===== src/rtl/sr_frame_deserializer_if.sv =====
// Handshake bundle between the serial line side and the parallel word side
// of the frame deserializer.
interface sr_frame_deserializer_if #(
    parameter int N = 8
);
    logic         sr_in;
    logic         control;
    logic [N-1:0] data;
    logic         data_valid;
    logic         frame_err;
    logic         busy;

    modport master (
        output sr_in,
        output control,
        input  data,
        input  data_valid,
        input  frame_err,
        input  busy
    );

    modport slave (
        input  sr_in,
        input  control,
        output data,
        output data_valid,
        output frame_err,
        output busy
    );
endinterface


===== src/rtl/sr_frame_deserializer.sv =====
// Frames the idle-low shift-register stream (start=1, N data, stop=0)
// and reassembles N-bit words in the bit order chosen at the start bit.
module sr_frame_deserializer #(
    parameter int N = 8
) (
    input  logic                     clk,
    input  logic                     reset,
    sr_frame_deserializer_if.slave   bus
);
    localparam int CW = $clog2(N);

    typedef enum logic [1:0] {
        IDLE = 2'd0,
        DATA = 2'd1,
        STOP = 2'd2
    } state_t;

    state_t          state;
    state_t          state_n;
    logic [CW-1:0]   cnt;
    logic [N-1:0]    shreg;
    logic            order_q;

    always_ff @(posedge clk) begin
        if (reset) begin
            state <= IDLE;
        end else begin
            state <= state_n;
        end
    end

    always_comb begin
        state_n = state;
        unique case (state)
            IDLE: if (bus.sr_in) state_n = DATA;
            DATA: if (cnt == CW'(N - 1)) state_n = STOP;
            STOP: state_n = IDLE;
            default: state_n = IDLE;
        endcase
    end

    always_comb begin
        bus.busy = (state == DATA) || (state == STOP);
    end

    // Datapath registers; the strobes default low so each lasts one cycle.
    always_ff @(posedge clk) begin
        if (reset) begin
            cnt            <= '0;
            shreg          <= '0;
            order_q        <= 1'b0;
            bus.data       <= '0;
            bus.data_valid <= 1'b0;
            bus.frame_err  <= 1'b0;
        end else begin
            bus.data_valid <= 1'b0;
            bus.frame_err  <= 1'b0;
            unique case (state)
                IDLE: begin
                    if (bus.sr_in) begin
                        order_q <= bus.control;
                        cnt     <= '0;
                        shreg   <= '0;
                    end
                end
                DATA: begin
                    cnt <= cnt + CW'(1);
                    if (order_q) begin
                        shreg <= {shreg[N-2:0], bus.sr_in};
                    end else begin
                        shreg <= {bus.sr_in, shreg[N-1:1]};
                    end
                end
                STOP: begin
                    if (bus.sr_in) begin
                        bus.frame_err <= 1'b1;
                    end else begin
                        bus.data       <= shreg;
                        bus.data_valid <= 1'b1;
                    end
                end
                default: ;
            endcase
        end
    end
endmodule


===== src/flat_wrapper.sv =====
// flat-port wrapper written by rule: the top's interface ports become plain ports
module sr_frame_deserializer_flat 
#(
    parameter int N = 8
)
  (clk, reset, bus_sr_in, bus_control, bus_data, bus_data_valid, bus_frame_err, bus_busy);
  sr_frame_deserializer_if #(.N(N)) bus_i ();
  input  logic clk;
  input  logic reset;
  input wire logic [$bits(bus_i.sr_in)-1:0] bus_sr_in;
  input wire logic [$bits(bus_i.control)-1:0] bus_control;
  output wire logic [$bits(bus_i.data)-1:0] bus_data;
  output wire logic [$bits(bus_i.data_valid)-1:0] bus_data_valid;
  output wire logic [$bits(bus_i.frame_err)-1:0] bus_frame_err;
  output wire logic [$bits(bus_i.busy)-1:0] bus_busy;
  assign bus_i.sr_in = bus_sr_in;
  assign bus_i.control = bus_control;
  assign bus_data = bus_i.data;
  assign bus_data_valid = bus_i.data_valid;
  assign bus_frame_err = bus_i.frame_err;
  assign bus_busy = bus_i.busy;
  sr_frame_deserializer #(.N(N)) u_core (.clk(clk), .reset(reset), .bus(bus_i));
endmodule

===== config.mk =====
export PLATFORM = sky130hd
export DESIGN_NAME = sr_frame_deserializer_flat
export DESIGN_NICKNAME = d
export VERILOG_FILES = /design/src/rtl/sr_frame_deserializer_if.sv /design/src/rtl/sr_frame_deserializer.sv /design/src/flat_wrapper.sv
export SDC_FILE = /design/constraint.sdc
export NUM_CORES = 1
export LEC_CHECK = 0
export ABC_AREA = 1
export BUFFER_PORTS_ARGS = -buffer_cell sky130_fd_sc_hd__buf_2
export CAP_MARGIN = 5
export CORE_MARGIN = 2
export CORE_UTILIZATION = 40
export CTS_CLUSTER_SIZE = 40
export DETAILED_ROUTE_END_ITERATION = 10
export PLACE_DENSITY_LB_ADDON = 0.1
export SETUP_SLACK_MARGIN = 0.3
export SYNTH_ARGS = -nofsm -noshare
export SYNTH_HDL_FRONTEND = slang
export SYNTH_SLANG_ARGS = --single-unit

===== constraint.sdc =====
create_clock -name clk -period 1.5 [get_ports clk]
set_clock_uncertainty 0.1 [all_clocks]
set_input_delay 0.375 -clock clk [delete_from_list [all_inputs] [get_ports clk]]
set_output_delay 0.375 -clock clk [all_outputs]
set_load 0.01 [all_outputs]

==> flow_summary_export.csv, run 1 <==
group,metric,value,unit
worst_setup_path,start_kind,"flip-flop",
synthesis,synth_seq_cells,24,
synthesis,synth_ff_type,"dfxtp_1",
worst_setup_path,crit_type,"reg -> out",
synthesis,syn_avg_cell_area,7.35,um2
worst_setup_path,arrival,1.09,ns
detailed_routing,drt_iter0_drc,36,
timing,max_slew_margin,64.9,%
timing,hold_viol,0,
synthesis,ys_seq_area_share,45.1,%
synthesis,synth.distinct_cells,15,
synthesis,async_reset_ff_share,0,%
floorplan,die_area,3090,um2
global_route,grt_use_total,20.4,%
detailed_routing,ant_nets,0,
detailed_routing,vias,1189,
cts,cts.sinks,24,
floorplan,rows,18,
cells_and_area,diodes,0,
placement,dp_hpwl,1680,um
hold_path,hp-class,"in -> reg",
detailed_routing,drc_errors,0,
worst_setup_path,worstPathRequired,1.02,ns
floorplan,die_width,55.6,um
timing,slew_violations,0,
timing,worst_slew_pin_slew,0.525,ns
global_route,grt_pass1_wl,4930,um
worst_setup_path,cp_cell_sequence,"inv_4, ha_4, buf_6",
cells_and_area,stdcell_count,221,
worst_setup_path,critPathMaxFanout,2,
worst_setup_path,cp-end-kind,"primary output",
global_route,grt_overflow,0,
cts,cts_max_path_buffers,2,
outcome,status,"finished, violations left",
placement,port_buffers,14,
pwr,irDropWorstVdd,1.40,mV
cells_and_area,post-route-util,76.0,%
cells_and_area,final_nets,203,
detailed_routing,wl_per_cell,16.2,um
detailed_routing,vias_per_cell,5.38,
cts,cts_tree,"built",
synthesis,postSynthCellCount,145,
worst_setup_path,timing.rr.start,"u_core.state[0]$_SDFFE_PP0P_",
floorplan,initial_core_util,42.6,%
global_route,grt_max_degree,15,
timing,rsz0062_at_grt,"yes",
pwr,powerDensity,1560,nW/um2
placement,place_congestion,0.820,
placement,placed_cell_area,1190,um2
timing,max_freq,0.638,GHz
timing,whs,0.278,ns
job,drv_cap,0,
cts,htree_levels,1,
placement,post-place-ws,0.0679,ns
cells_and_area,design_area,1900,um2
cells_and_area,final_layout_size_suffix_gt1_share,64.4,%
floorplan,fp.dieH,55.6,um
global_route,grt_pass1_vias,1026,
floorplan,core,2500,um2
detailed_routing,drtPass1Iterations,4,
worst_setup_path,max_stage_delay,0.39,ns
timing,fin_crit,1.57,ns
placement,dp_cells,187,
synthesis,yosysWarnings,0,
detailed_routing,drt-total-wl,3590,um
cts,hold_buffers,0,
timing,finalWorstSetupSlack,-0.0679,ns
timing,post-route-period-util,105,%
worst_setup_path,worst-path-buf-inv,2,
hold_path,worstHoldStart,"bus_control",
worst_setup_path,worstSetupStartpoint,"u_core.state[0]$_SDFFE_PP0P_",
cells_and_area,mostFrequentLayoutCells,"31 x nand2_1, 20 x buf_4, 16 x buf_6",
cts,clkTransAtPathRegs,0.13,ns
pwr,p_leak,0.768,nW
outcome,failed_checks,"negative setup slack",
worst_setup_path,slowest_stage,"dfxtp_4",
timing,setup_viol,1,
global_route,antenna_found_initial,0,
synthesis,netlist_area,1070,um2
cts,insertion_delay,0.32,ns
cts,root_buffer,"clkbuf_4",
floorplan,pin_count,15,
worst_setup_path,path_delay_family,"flip-flops",
synthesis,synth_edf_count,0,
cts,numCtsBuffers,3,
synthesis,synth_nets,156,
cells_and_area,layout_commonest_cell,"nand2_1",
cells_and_area,area_delta_synth_final,78.3,%
==> cell usage after synthesis (2+ instances only) <==
cell | count | area [um2]
clkinv_1 | 2 | 7.51
buf_2 | 3 | 15.0
nand3_1 | 14 | 70.1
dfxtp_1 | 24 | 480
o21ai_0 | 9 | 45.0
ha_1 | 7 | 87.6
nor2_1 | 19 | 71.3
a21oi_1 | 13 | 65.1
nand2_1 | 42 | 158
inv_1 | 7 | 26.3
==> kinds of logic after synthesis <==
logic type	after synthesis	synth area share, %
AO/OA/AOI/OAI	23	11.9
buffers and inverters	14	5.28
flip-flops	24	45.1
adder cells (fa/ha/maj)	7	8.22
AND/OR/NAND/NOR	77	29.6
==> where the power goes <==
| group | switching [mW] | total [mW] | internal, mW |
|---|---|---|---|
| clock | 0.198 | 0.347 | 0.148 |
| sequential | 0.0704 | 0.806 | 0.735 |
| combinational | 0.960 | 1.81 | 0.854 |
==> path summary, 6_finish.rpt <==
check                           slack, ns                      endpoint  depth (start not counted)
worst max-delay path                -0.07                      bus_busy                          3
worst min-delay path                 0.28   u_core.order_q$_SDFFE_PP0P_                          3
worst max register to register       0.03  u_core.shreg[2]$_SDFFE_PP0P_                          8
worst min register to register       0.41    u_core.cnt[2]$_SDFFE_PP0P_                          2
==> registers in the layout, summed over array words and instances (netlist names) <==
signal and count:
u_core.shreg 8, u_core.bus.data 8, u_core.cnt 3, u_core.bus.data_valid 1, u_core.state 2, u_core.order_q 1, u_core.bus.frame_err 1
==> layout make-up <==
| class | instances | area [um2] |
|---|---|---|
| Clock buffer | 4 | 36.3 |
| Sequential cell | 24 | 498 |
| Timing Repair inverter | 1 | 6.26 |
| Tap cell | 30 | 37.5 |
| Multi-Input combinational cell | 109 | 860 |
| Timing Repair Buffer | 43 | 405 |
| Fill cell | 169 | 599 |
| Inverter | 10 | 57.6 |
==> per-layer routing <==
metal  track usage [%]  share of wire (%)  vias up
met5                 0                  0        -
met3              4.42                4.8       14
li1                  -                  -      564
met4              5.57                2.6        0
met2              36.1                 56       45
met1              24.9                 36      566
==> metrics by stage <==
step,TNS [ns],total power [mW]
2_1_floorplan,0,1.30
3_3_place_gp,0,1.40
3_5_place_dp,0,1.43
4_1_cts,-0.0773,2.51
5_1_grt,-0.113,3.10
6_report,-0.0679,2.97
==> what timing repair did <==
item | in CTS | in global routing
gates resized for setup | 77 | 40
buffers inserted | 9 | 18
cloned | 3 | 0
endpoints found under the setup margin | 34 | 34
pin swaps | 23 | 27
hold endpoints to repair | 0 | 0
==> worst min-delay path, cell delays in order <==
cell and delay, ns:
buf_2 0.09, o21ai_2 0.06, a21oi_1 0.13
Power figures use the tool's default switching activity.
==> inputs of run 2 (changes only) <==
--- a/config.mk
+++ b/config.mk
@@ -14,6 +14,7 @@
 export DETAILED_ROUTE_END_ITERATION = 10
 export PLACE_DENSITY_LB_ADDON = 0.1
 export SETUP_SLACK_MARGIN = 0.3
+export SKIP_LAST_GASP = 1
 export SYNTH_ARGS = -nofsm -noshare
 export SYNTH_HDL_FRONTEND = slang
 export SYNTH_SLANG_ARGS = --single-unit
==> flow_summary_export.csv, run 2 (synthesis gave the netlist of run 1 again) <==
group,metric,value,unit
worst_setup_path,max_stage_delay,0.39,ns
cts,cts_tree,"built",
cells_and_area,diodes,0,
global_route,grt_pass1_vias,1035,
timing,worst_slew_pin_slew,0.406,ns
worst_setup_path,cp_cell_sequence,"inv_4, ha_4, buf_6",
floorplan,pin_count,15,
global_route,antenna_found_initial,0,
pwr,irDropWorstVdd,1.36,mV
cells_and_area,fillers,207,
hold_path,hp-class,"in -> reg",
detailed_routing,wl_per_cell,14.4,um
timing,hold_viol,0,
timing,max_freq,0.642,GHz
detailed_routing,ant_nets,0,
global_route,grt_overflow,0,
timing,finalWorstSetupSlack,-0.0588,ns
detailed_routing,drc_errors,0,
worst_setup_path,critPathMaxFanout,2,
cells_and_area,area_delta_synth_final,57.2,%
floorplan,initial_core_util,42.6,%
cells_and_area,largestRegisters,"u_core.bus.data x8, u_core.shreg x8, u_core.cnt x3",
worst_setup_path,crit_type,"reg -> out",
pwr,p_leak,0.683,nW
job,drv_cap,0,
floorplan,die_width,55.6,um
detailed_routing,drt_iter0_drc,27,
timing,slew_violations,0,
cts,insertion_delay,0.31,ns
detailed_routing,vias,1057,
timing,rsz0062_at_grt,"yes",
detailed_routing,drt-total-wl,2990,um
placement,place_congestion,0.820,
worst_setup_path,arrival,1.08,ns
placement,dp_hpwl,1680,um
floorplan,core,2500,um2
cells_and_area,final_nets,190,
cells_and_area,mostFrequentLayoutCells,"36 x nand2_1, 16 x buf_6, 13 x nor2_1",
cts,root_buffer,"clkbuf_4",
floorplan,die_area,3090,um2
worst_setup_path,worstPathRequired,1.02,ns
timing,max_slew_margin,72.9,%
cts,clkTransAtPathRegs,0.12,ns
floorplan,rows,18,
timing,post-route-period-util,104,%
outcome,failed_checks,"negative setup slack",
worst_setup_path,slowest_stage,"dfxtp_4",
worst_setup_path,cp-end-kind,"primary output",
cells_and_area,layout_commonest_cell,"nand2_1",
timing,fin_crit,1.56,ns
detailed_routing,drtPass1Iterations,4,
placement,port_buffers,14,
cts,numCtsBuffers,3,
cts,cts_max_path_buffers,2,
worst_setup_path,start_kind,"flip-flop",
outcome,status,"finished, violations left",
floorplan,fp.dieH,55.6,um
detailed_routing,vias_per_cell,5.08,
pwr,power.total,2.58,mW
cts,htree_levels,1,
timing,whs,0.250,ns
timing,setup_viol,1,
cells_and_area,final_layout_size_suffix_gt1_share,52.2,%
pwr,powerDensity,1540,nW/um2
global_route,grt_use_total,19.5,%
cts,cts.sinks,24,
global_route,grt_pass1_wl,4760,um
global_route,grt_max_degree,15,
[run 2: cell types whose count changed in the layout (fill, tap and decap cells not counted), sizes merged]
cell,previous run,this run
buf,43,30
[run 2: critical path: cells and delay by family, from the launching register on]
family / cells / cell delay (ns)
adders and majority gates: 1 / 0.25
buffers and inverters: 2 / 0.13
DFF: 1 / 0.39
[run 2: final timing paths]
kind,start,slack [ns],end,cells after the start
max reg2reg,u_core.state[0]$_SDFFE_PP0P_,0.11,u_core.cnt[0]$_SDFFE_PP0P_,9
min,bus_control,0.25,u_core.order_q$_SDFFE_PP0P_,3
min reg2reg,u_core.cnt[1]$_SDFFE_PP0P_,0.39,u_core.cnt[1]$_SDFFE_PP0P_,2
max,u_core.state[0]$_SDFFE_PP0P_,-0.06,bus_busy,3
[run 2: metal layers]
metal	part of all wire [%]	up-vias	track usage, %
li1	-	536	-
met1	41	499	23.0
met2	55	18	35.4
met3	3.2	4	4.65
met4	1.0	0	4.88
met5	0	-	0
[run 2: metrics by stage]
stage          instance area (um2)  util, %  TNS (ns)  setup WS, ns  instances
3_5_place_dp                  1190     47.6         0        0.0679        187
4_1_cts                       1540     61.6   -0.0773       -0.0773        203
3_3_place_gp                  1190     47.6         0         0.129        187
6_report                      1680     67.0   -0.0588       -0.0588        208
5_1_grt                       1680     67.0    -0.104        -0.104        208
2_1_floorplan                 1100        -         0         0.296        145
[run 2: cell type report]
cell class                 instances  area, um2  area share [%]
multi-input combinational        109        757            45.2
sequential                        24        498            29.7
timing repair buffer              30        288            17.2
inverter                          10       52.6            3.14
tap                               30       37.5            2.24
clock buffer                       4       36.3            2.17
timing repair inverter             1       6.26           0.373
[run 2: power breakdown]
| group | switching, mW | internal [mW] | leakage (nW) |
|---|---|---|---|
| Sequential | 0.0631 | 0.735 | 0.200 |
| Combinational | 0.795 | 0.644 | 0.461 |
| Clock | 0.192 | 0.148 | 0.0210 |
| Total | 1.05 | 1.53 | 0.683 |
[run 2: repair_timing]
item	CTS	global route
pin swaps	19	17
endpoints found under the hold margin	0	0
gates cloned	3	0
setup endpoints to repair	34	34
hold buffers	0	0
setup buffers	9	5
resized for setup	56	30
